File: src/rtl/lfsr_pkg.sv
// Shared definitions for the Fibonacci XNOR LFSR generator and checker:
// supported length range, checker state encoding and the tap table.
package lfsr_pkg;

  localparam int LFSR_N_MIN = 3;
  localparam int LFSR_N_MAX = 10;

  typedef enum logic [1:0] {
    SEED   = 2'd0,
    VERIFY = 2'd1,
    LOCKED = 2'd2
  } chk_state_t;

  // Tap mask for an N-bit register; only bits [N-1:0] are meaningful.
  // Unsupported lengths return an empty mask.
  function automatic logic [LFSR_N_MAX-1:0] lfsr_taps(input int n);
    case (n)
      3:       return 10'b00_0000_0110;
      4:       return 10'b00_0000_1100;
      5:       return 10'b00_0001_0100;
      6:       return 10'b00_0011_0000;
      7:       return 10'b00_0110_0000;
      8:       return 10'b00_1011_1000;
      9:       return 10'b01_0001_0000;
      10:      return 10'b10_0100_0000;
      default: return '0;
    endcase
  endfunction

endpackage

File: src/rtl/lfsr_chk_fsm.sv
// Synchronisation controller of the PRBS checker: seed/verify/locked sequencing
// with the seed, consecutive-match and consecutive-miss counters.
module lfsr_chk_fsm
  import lfsr_pkg::*;
#(
  parameter int N        = 8,
  parameter int LOCK_THR = 16,
  parameter int LOSS_THR = 8
) (
  input  logic       clk,
  input  logic       rst,
  input  logic       adv,
  input  logic       match,
  input  logic       all_ones,
  output chk_state_t state,
  output logic       locked
);

  logic [7:0] seed_cnt;
  logic [7:0] match_cnt;
  logic [7:0] miss_cnt;

  always_ff @(posedge clk or negedge rst) begin
    if (!rst) begin
      state     <= SEED;
      seed_cnt  <= '0;
      match_cnt <= '0;
      miss_cnt  <= '0;
      locked    <= 1'b0;
    end else if (adv) begin
      case (state)
        SEED: begin
          if (seed_cnt == 8'(N - 1)) begin
            state     <= VERIFY;
            seed_cnt  <= '0;
            match_cnt <= '0;
          end else begin
            seed_cnt <= seed_cnt + 8'd1;
          end
        end

        // All-ones is the XNOR lockup state: a stuck-high line predicts itself.
        VERIFY: begin
          if (match && !all_ones) begin
            if (match_cnt == 8'(LOCK_THR - 1)) begin
              state     <= LOCKED;
              locked    <= 1'b1;
              match_cnt <= '0;
              miss_cnt  <= '0;
            end else begin
              match_cnt <= match_cnt + 8'd1;
            end
          end else begin
            match_cnt <= '0;
          end
        end

        LOCKED: begin
          if (!match) begin
            if (miss_cnt == 8'(LOSS_THR - 1)) begin
              state    <= SEED;
              locked   <= 1'b0;
              seed_cnt <= '0;
              miss_cnt <= '0;
            end else begin
              miss_cnt <= miss_cnt + 8'd1;
            end
          end else begin
            miss_cnt <= '0;
          end
        end

        default: begin
          state  <= SEED;
          locked <= 1'b0;
        end
      endcase
    end
  end

endmodule

File: config.mk
export PLATFORM = sky130hd
export DESIGN_NAME = lfsr_chk_fsm
export DESIGN_NICKNAME = d
export VERILOG_FILES = /design/src/rtl/lfsr_pkg.sv /design/src/rtl/lfsr_chk_fsm.sv
export SDC_FILE = /design/constraint.sdc
export NUM_CORES = 1
export LEC_CHECK = 0
export ABC_AREA = 1
export BUFFER_PORTS_ARGS = -buffer_cell sky130_fd_sc_hd__buf_2
export CORE_AREA = 4 4 66 68
export DETAILED_ROUTE_END_ITERATION = 6
export DIE_AREA = 0 0 70 72
export GPL_TIMING_DRIVEN = 0
export SETUP_SLACK_MARGIN = 0.02
export SLEW_MARGIN = 0
export SYNTH_ARGS = -nofsm -noshare
export SYNTH_HDL_FRONTEND = slang
export SYNTH_SLANG_ARGS = --single-unit
export TNS_END_PERCENT = 1
File: constraint.sdc
create_clock -name clk -period 3.5 [get_ports clk]
set_input_delay 0.35 -clock clk [delete_from_list [all_inputs] [get_ports clk]]
set_output_delay 0.35 -clock clk [all_outputs]
set_load 0.05 [all_outputs]
-- Yosys cells after proc, flatten, opt, wreduce, memory -nomap -nowiden
Cells that the tools add are included.
- flip-flop bits (word level): 27
- logic and storage cells: 54
- output and inout bits: 3
- $add $sub $neg: 3
- bitwise gates (word level): 1
- muxes and demuxes: 24
- reductions and logical operators: 11
- equality and inequality tests: 10
- operator list (cell ; number):
    two-way mux 8 bit ; 10
    one-hot mux 8 bit (2 select lines) ; 3
    adder 8 x 1 -> 8 bit, second input constant ; 3
    == test 8 x 3 -> 1 bit, second input constant ; 2
    AND reduction 6 bit ; 2
    two-way mux 2 bit ; 5
    inequality test 2 bit, second input constant ; 5
    == test 8 x 4 -> 1 bit, second input constant ; 1
    AND reduction 4 bit ; 2
    one-hot mux 2 bit (3 select lines) ; 1
    nonzero test 2 bit ; 3
    two-way mux 1 bit ; 4
    one-hot mux 1 bit (3 select lines) ; 1
    AND reduction 3 bit ; 1
    == test 2 x 1 -> 1 bit, second input constant ; 1
    == test 2 bit, second input constant ; 1
    zero test 2 bit ; 1
    logical AND 1 bit ; 1
    zero test 1 bit ; 1
    inverter 1 bit ; 1

-- Longest topological paths before layout
- depth in word-level cells: 4
- gate-level depth with buffers: 9
- gate-level depth less buffers: 9

-- Worst setup path before layout
Ideal clock, no wire load.
- path type: register -> register
- start point: register state[1]
- end point: register seed_cnt[4]
- data required time: 3.379 ns
- data arrival time: 1.582 ns
- stages on the path, launching flop included: 9
- buffers on the path: 1
- path slack: 1.797 ns
- setup time: 0.121 ns
- clock period less this slack: 1.703 ns
- cell sequence: dfrtp_1 -> inv_2 -> nor2_4 -> inv_4 -> o21ai_4 -> nor2_2 -> nand2_4 -> buf_12 -> o21ai_1
- cells in the longest elaborated chain, start to end: 3
- ends and longest elaborated chain (item ; RTL line ; source):
    from (decl) ; lfsr_chk_fsm.sv:15 ; output chk_state_t state,
    from (signal assigned) ; lfsr_chk_fsm.sv:25 ; state <= SEED;
    from (signal assigned) ; lfsr_chk_fsm.sv:34 ; state <= VERIFY;
    from (signal assigned) ; lfsr_chk_fsm.sv:46 ; state <= LOCKED;
    == test 2 bit or zero test 2 bit (tied branches) ; lfsr_chk_fsm.sv:31 ; case (state)
    inequality test 2 bit (no source line) or nonzero test 2 bit (tied branches) ; -- ;
    AND reduction 4 bit (no source line) ; -- ;
    to (signal assigned) ; lfsr_chk_fsm.sv:38 ; seed_cnt <= seed_cnt + 8'd1;
    to (decl) ; lfsr_chk_fsm.sv:19 ; logic [7:0] seed_cnt;
Several ways; a longest one is shown, not always the timed one.
A chain may end at the register's enable or synchronous reset.

-- Final worst setup path
- start point: register match_cnt[0]
- end point: register miss_cnt[5]
- cells in the longest elaborated chain, start to end: 3
- ends and longest elaborated chain (item ; RTL line ; source):
    from (decl) ; lfsr_chk_fsm.sv:20 ; logic [7:0] match_cnt;
    from (signal assigned) ; lfsr_chk_fsm.sv:51 ; match_cnt <= match_cnt + 8'd1;
    == test 8 x 4 -> 1 bit ; lfsr_chk_fsm.sv:45 ; if (match_cnt == 8'(LOCK_THR - 1)) begin
    inequality test 2 bit (no source line) ; -- ;
    AND reduction 4 bit (no source line) ; -- ;
    to (signal assigned) ; lfsr_chk_fsm.sv:66 ; miss_cnt <= miss_cnt + 8'd1;
    to (decl) ; lfsr_chk_fsm.sv:21 ; logic [7:0] miss_cnt;
No other way between the ends.

==> out/qor.yml <==
status: "finished, final reports clean"
wire_per_inst_um: 11.9
synth.largest_area_cell: "dfrtp_1"
pwr-share-comb_pct: 41.1
internal_power_uw: 580
routabilityCongestion: 0.777
drt_wl_total_um: 3790
antenna_found_initial: 0
worstSetupPathType: "reg2reg"
hold_path_class: "in2async"
worstPathArrival_ns: 1.90
r2r_end: "miss_cnt[5]"
fmax_mhz: 574
dp_hpwl_um: 2760
initial_core_util_pct: 47.1
critPathLaunchType: "flop"
ant_nets: 0
num_vias: 1628
die_y_um: 72
synth_seq_area_share_pct: 37.2
critPathRequiredTime_ns: 3.66
cellPowerDensity_nw_per_um2: 530
area_delta_synth_final_pct: 7.86
finish.net_count: 280
synth_nets: 268
via_per_inst: 5.09
synthFlopType: "dfrtp_1"
peakVddDrop_v: 0.000339
synth_cell_type_count: 27
port_buffers: 7
synth.area.top_cells: "dfrtp_1 (37%), nand2_1 (16%), nand3_1 (7.4%)"
nFillCells: 408
synth_compound_area_share_pct: 9.86
rr_startpoint: "match_cnt[0]"
postCtsResizedCells: 0
synthMuxAreaShare_pct: 0
die_width_um: 70
setup_viol_count_final: 0
clock_path_buffers: 2
worst_path_max_delay_cell: "dfrtp_1"
gr-total-overflow: 0
antenna_cells: 0
syn_avg_cell_area_um2: 7.01
syn_inst: 259
cts-hold-fix-buffers: 0
fp.coreArea_um2: 3860
worstMarginPinSlew_ns: 0.638
die_area_um2: 5040
post-synth-top-area-fraction_pct: 37.2
grt_pass1_vias: 1542
ys_ff_latch: 27
cts_sinks: 27
power_frac_seq_pct: 41.3
max_slew_margin_pct: 57.4
drive_gt1_share_pct: 14.4
grt_use_total_pct: 16.8
ff2ff_setup_slack_ns: 1.76
finalCriticalPeriod_ns: 1.74
rsz0062_at_grt: "no"
hold_violations: 0
switching_share_pct: 44.1
synth_commonest_cells: "nand2_1 (77), nor2_1 (29), dfrtp_1 (27), nand3_1 (27), inv_1 (26)"
path_clk_slew_ns: 0.10
fin_util_pct: 50.8
grt_start_max_net_pins: 28
tritoncts: "done"
synth_edf_count: 0
finalCritPeriodShare_pct: 49.7
synthArstFlopShare_pct: 100
syn-cell-area_um2: 1820
leakage_nw: 0.933
grt_pass1_wl_um: 6990
cp_max_fo: 10
synth_xor_area_share_pct: 0.482
htreeDepth: 1
io_pins: 8
maxCapViolations: 0
firstDrtPassIters: 6
worstRegToRegCells: 9
root_buffer: "clkbuf_8"
final.setup.tns_ns: 0
crit_top_cell: "nand2_1"
synth.most_common_cell: "nand2_1"
drt-initial-drc-count: 76
cts_setup_buffers: 0
cp-end-kind: "flop"
critical_path.startpoint: "match_cnt[0]"
synthAdderAreaFrac_pct: 2.76
clock_skew_ns: 0.00473
clkPwrFrac_pct: 17.5
worstPathCellList: "ha_1, nand3_1, nor2_2, nand2_1, nand2_1, nand2_2, buf_6, nand2_1, o21ai_0"
synthSimpleGateAreaFrac_pct: 40.9
yosysWarnings: 0
slew_viol_final: 0
rows: 23
synth_top_family_by_area: "simple AND/OR/NAND/NOR gates"
power_switching_uw: 458
clkLatencyLatePin_ns: 0.27
cts_made_buffers: 3
max_stage_delay_ns: 0.43
drc: 0
-- worst max-delay path by stage --
stage,end,slack (ns)
floorplan,seed_cnt[4],1.80
global placement,miss_cnt[5],1.76
detailed placement,miss_cnt[5],1.76
CTS,miss_cnt[5],1.73
global route,miss_cnt[3],1.55
finish,miss_cnt[5],1.76
-- cell families after synthesis --
group,after synthesis
buffers and inverters,34
xor gates and xnor gates,1
and+or+nand+nor,165
DFF,27
adders and majority gates,4
AOI/OAI and AO/OA,28
-- cell type report --
class	instances	area (µm²)	share of cell area [%]
plain buffers	4	43.8	2.24
inverters	30	115	5.88
multi-input cells	198	981	50.1
flip-flops and latches	27	676	34.5
repair buffers	7	35.0	1.79
well taps	50	62.6	3.19
clock buffers	4	45.0	2.30
-- critical path, delay by kind of cell, from the launching register on --
| kind | cells | cell delay, ns |
|---|---|---|
| DFF | 1 | 0.43 |
| and+or+nand+nor | 6 | 0.76 |
| adders and majority gates | 1 | 0.20 |
| buffers and inverters | 1 | 0.17 |
| AOI/OAI and AO/OA | 1 | 0.08 |
-- power groups by stage --
stage | combinational [mW] | clock [mW] | sequential, mW
CTS | 0.436 | 0.195 | 0.429
global route | 0.489 | 0.209 | 0.440
detailed placement | 0.435 | 0 | 0.434
finish | 0.427 | 0.182 | 0.429
global placement | 0.430 | 0 | 0.435
floorplan | 0.299 | 0 | 0.469
-- sequential cells by signal, summed over array words and instances, names as in the netlist --
register / count
match_cnt: 8
state: 2
seed_cnt: 8
locked: 1
miss_cnt: 8
-- stage by stage --
stage	power, mW	hold slack, ns	worst slack, ns	area [µm²]	instances
CTS	1.06	0.105	1.73	1960	320
global placement	0.865	0.414	1.76	1910	316
finish	1.04	0.0828	1.76	1960	320
global route	1.14	0.125	1.55	1960	320
floorplan	0.768	0.0544	1.80	1820	259
detailed placement	0.869	0.419	1.76	1910	316
-- metal layers --
metal | GRT usage [%] | wire length (µm) | up-vias | share of wire (%)
met3 | 2.08 | 42 | 6 | 1.1
li1 | - | - | 863 | -
met2 | 28.1 | 1800 | 9 | 47
met1 | 22.3 | 1890 | 750 | 50
met5 | 0 | 0 | - | 0
met4 | 6.81 | 57 | 0 | 1.5
-- cell usage in the layout (no fill, tap or decap) --
| cell | count |
|---|---|
| nand2_1 | 77 |
| nor2_1 | 29 |
| nand3_1 | 27 |
| dfrtp_1 | 27 |
| inv_1 | 26 |
| nand4_1 | 14 |
| o21ai_0 | 12 |
| o21ai_1 | 7 |
| buf_2 | 7 |
| nand2_2 | 6 |
| o21ai_2 | 5 |
| ha_1 | 4 |
| inv_2 | 3 |
| nor2_2 | 3 |
| or2_2 | 3 |
| clkbuf_8 | 3 |
| nor3_1 | 2 |
| nand3b_1 | 2 |
| o21bai_1 | 2 |
| buf_4 | 1 |
| nor2_4 | 1 |
| inv_4 | 1 |
| o21ai_4 | 1 |
| clkbuf_2 | 1 |
| nand2_4 | 1 |
| buf_12 | 1 |
| buf_6 | 1 |
| a31o_2 | 1 |
| xor2_1 | 1 |
| clkbuf_1 | 1 |
No activity file was read; power rests on OpenSTA's default activity.
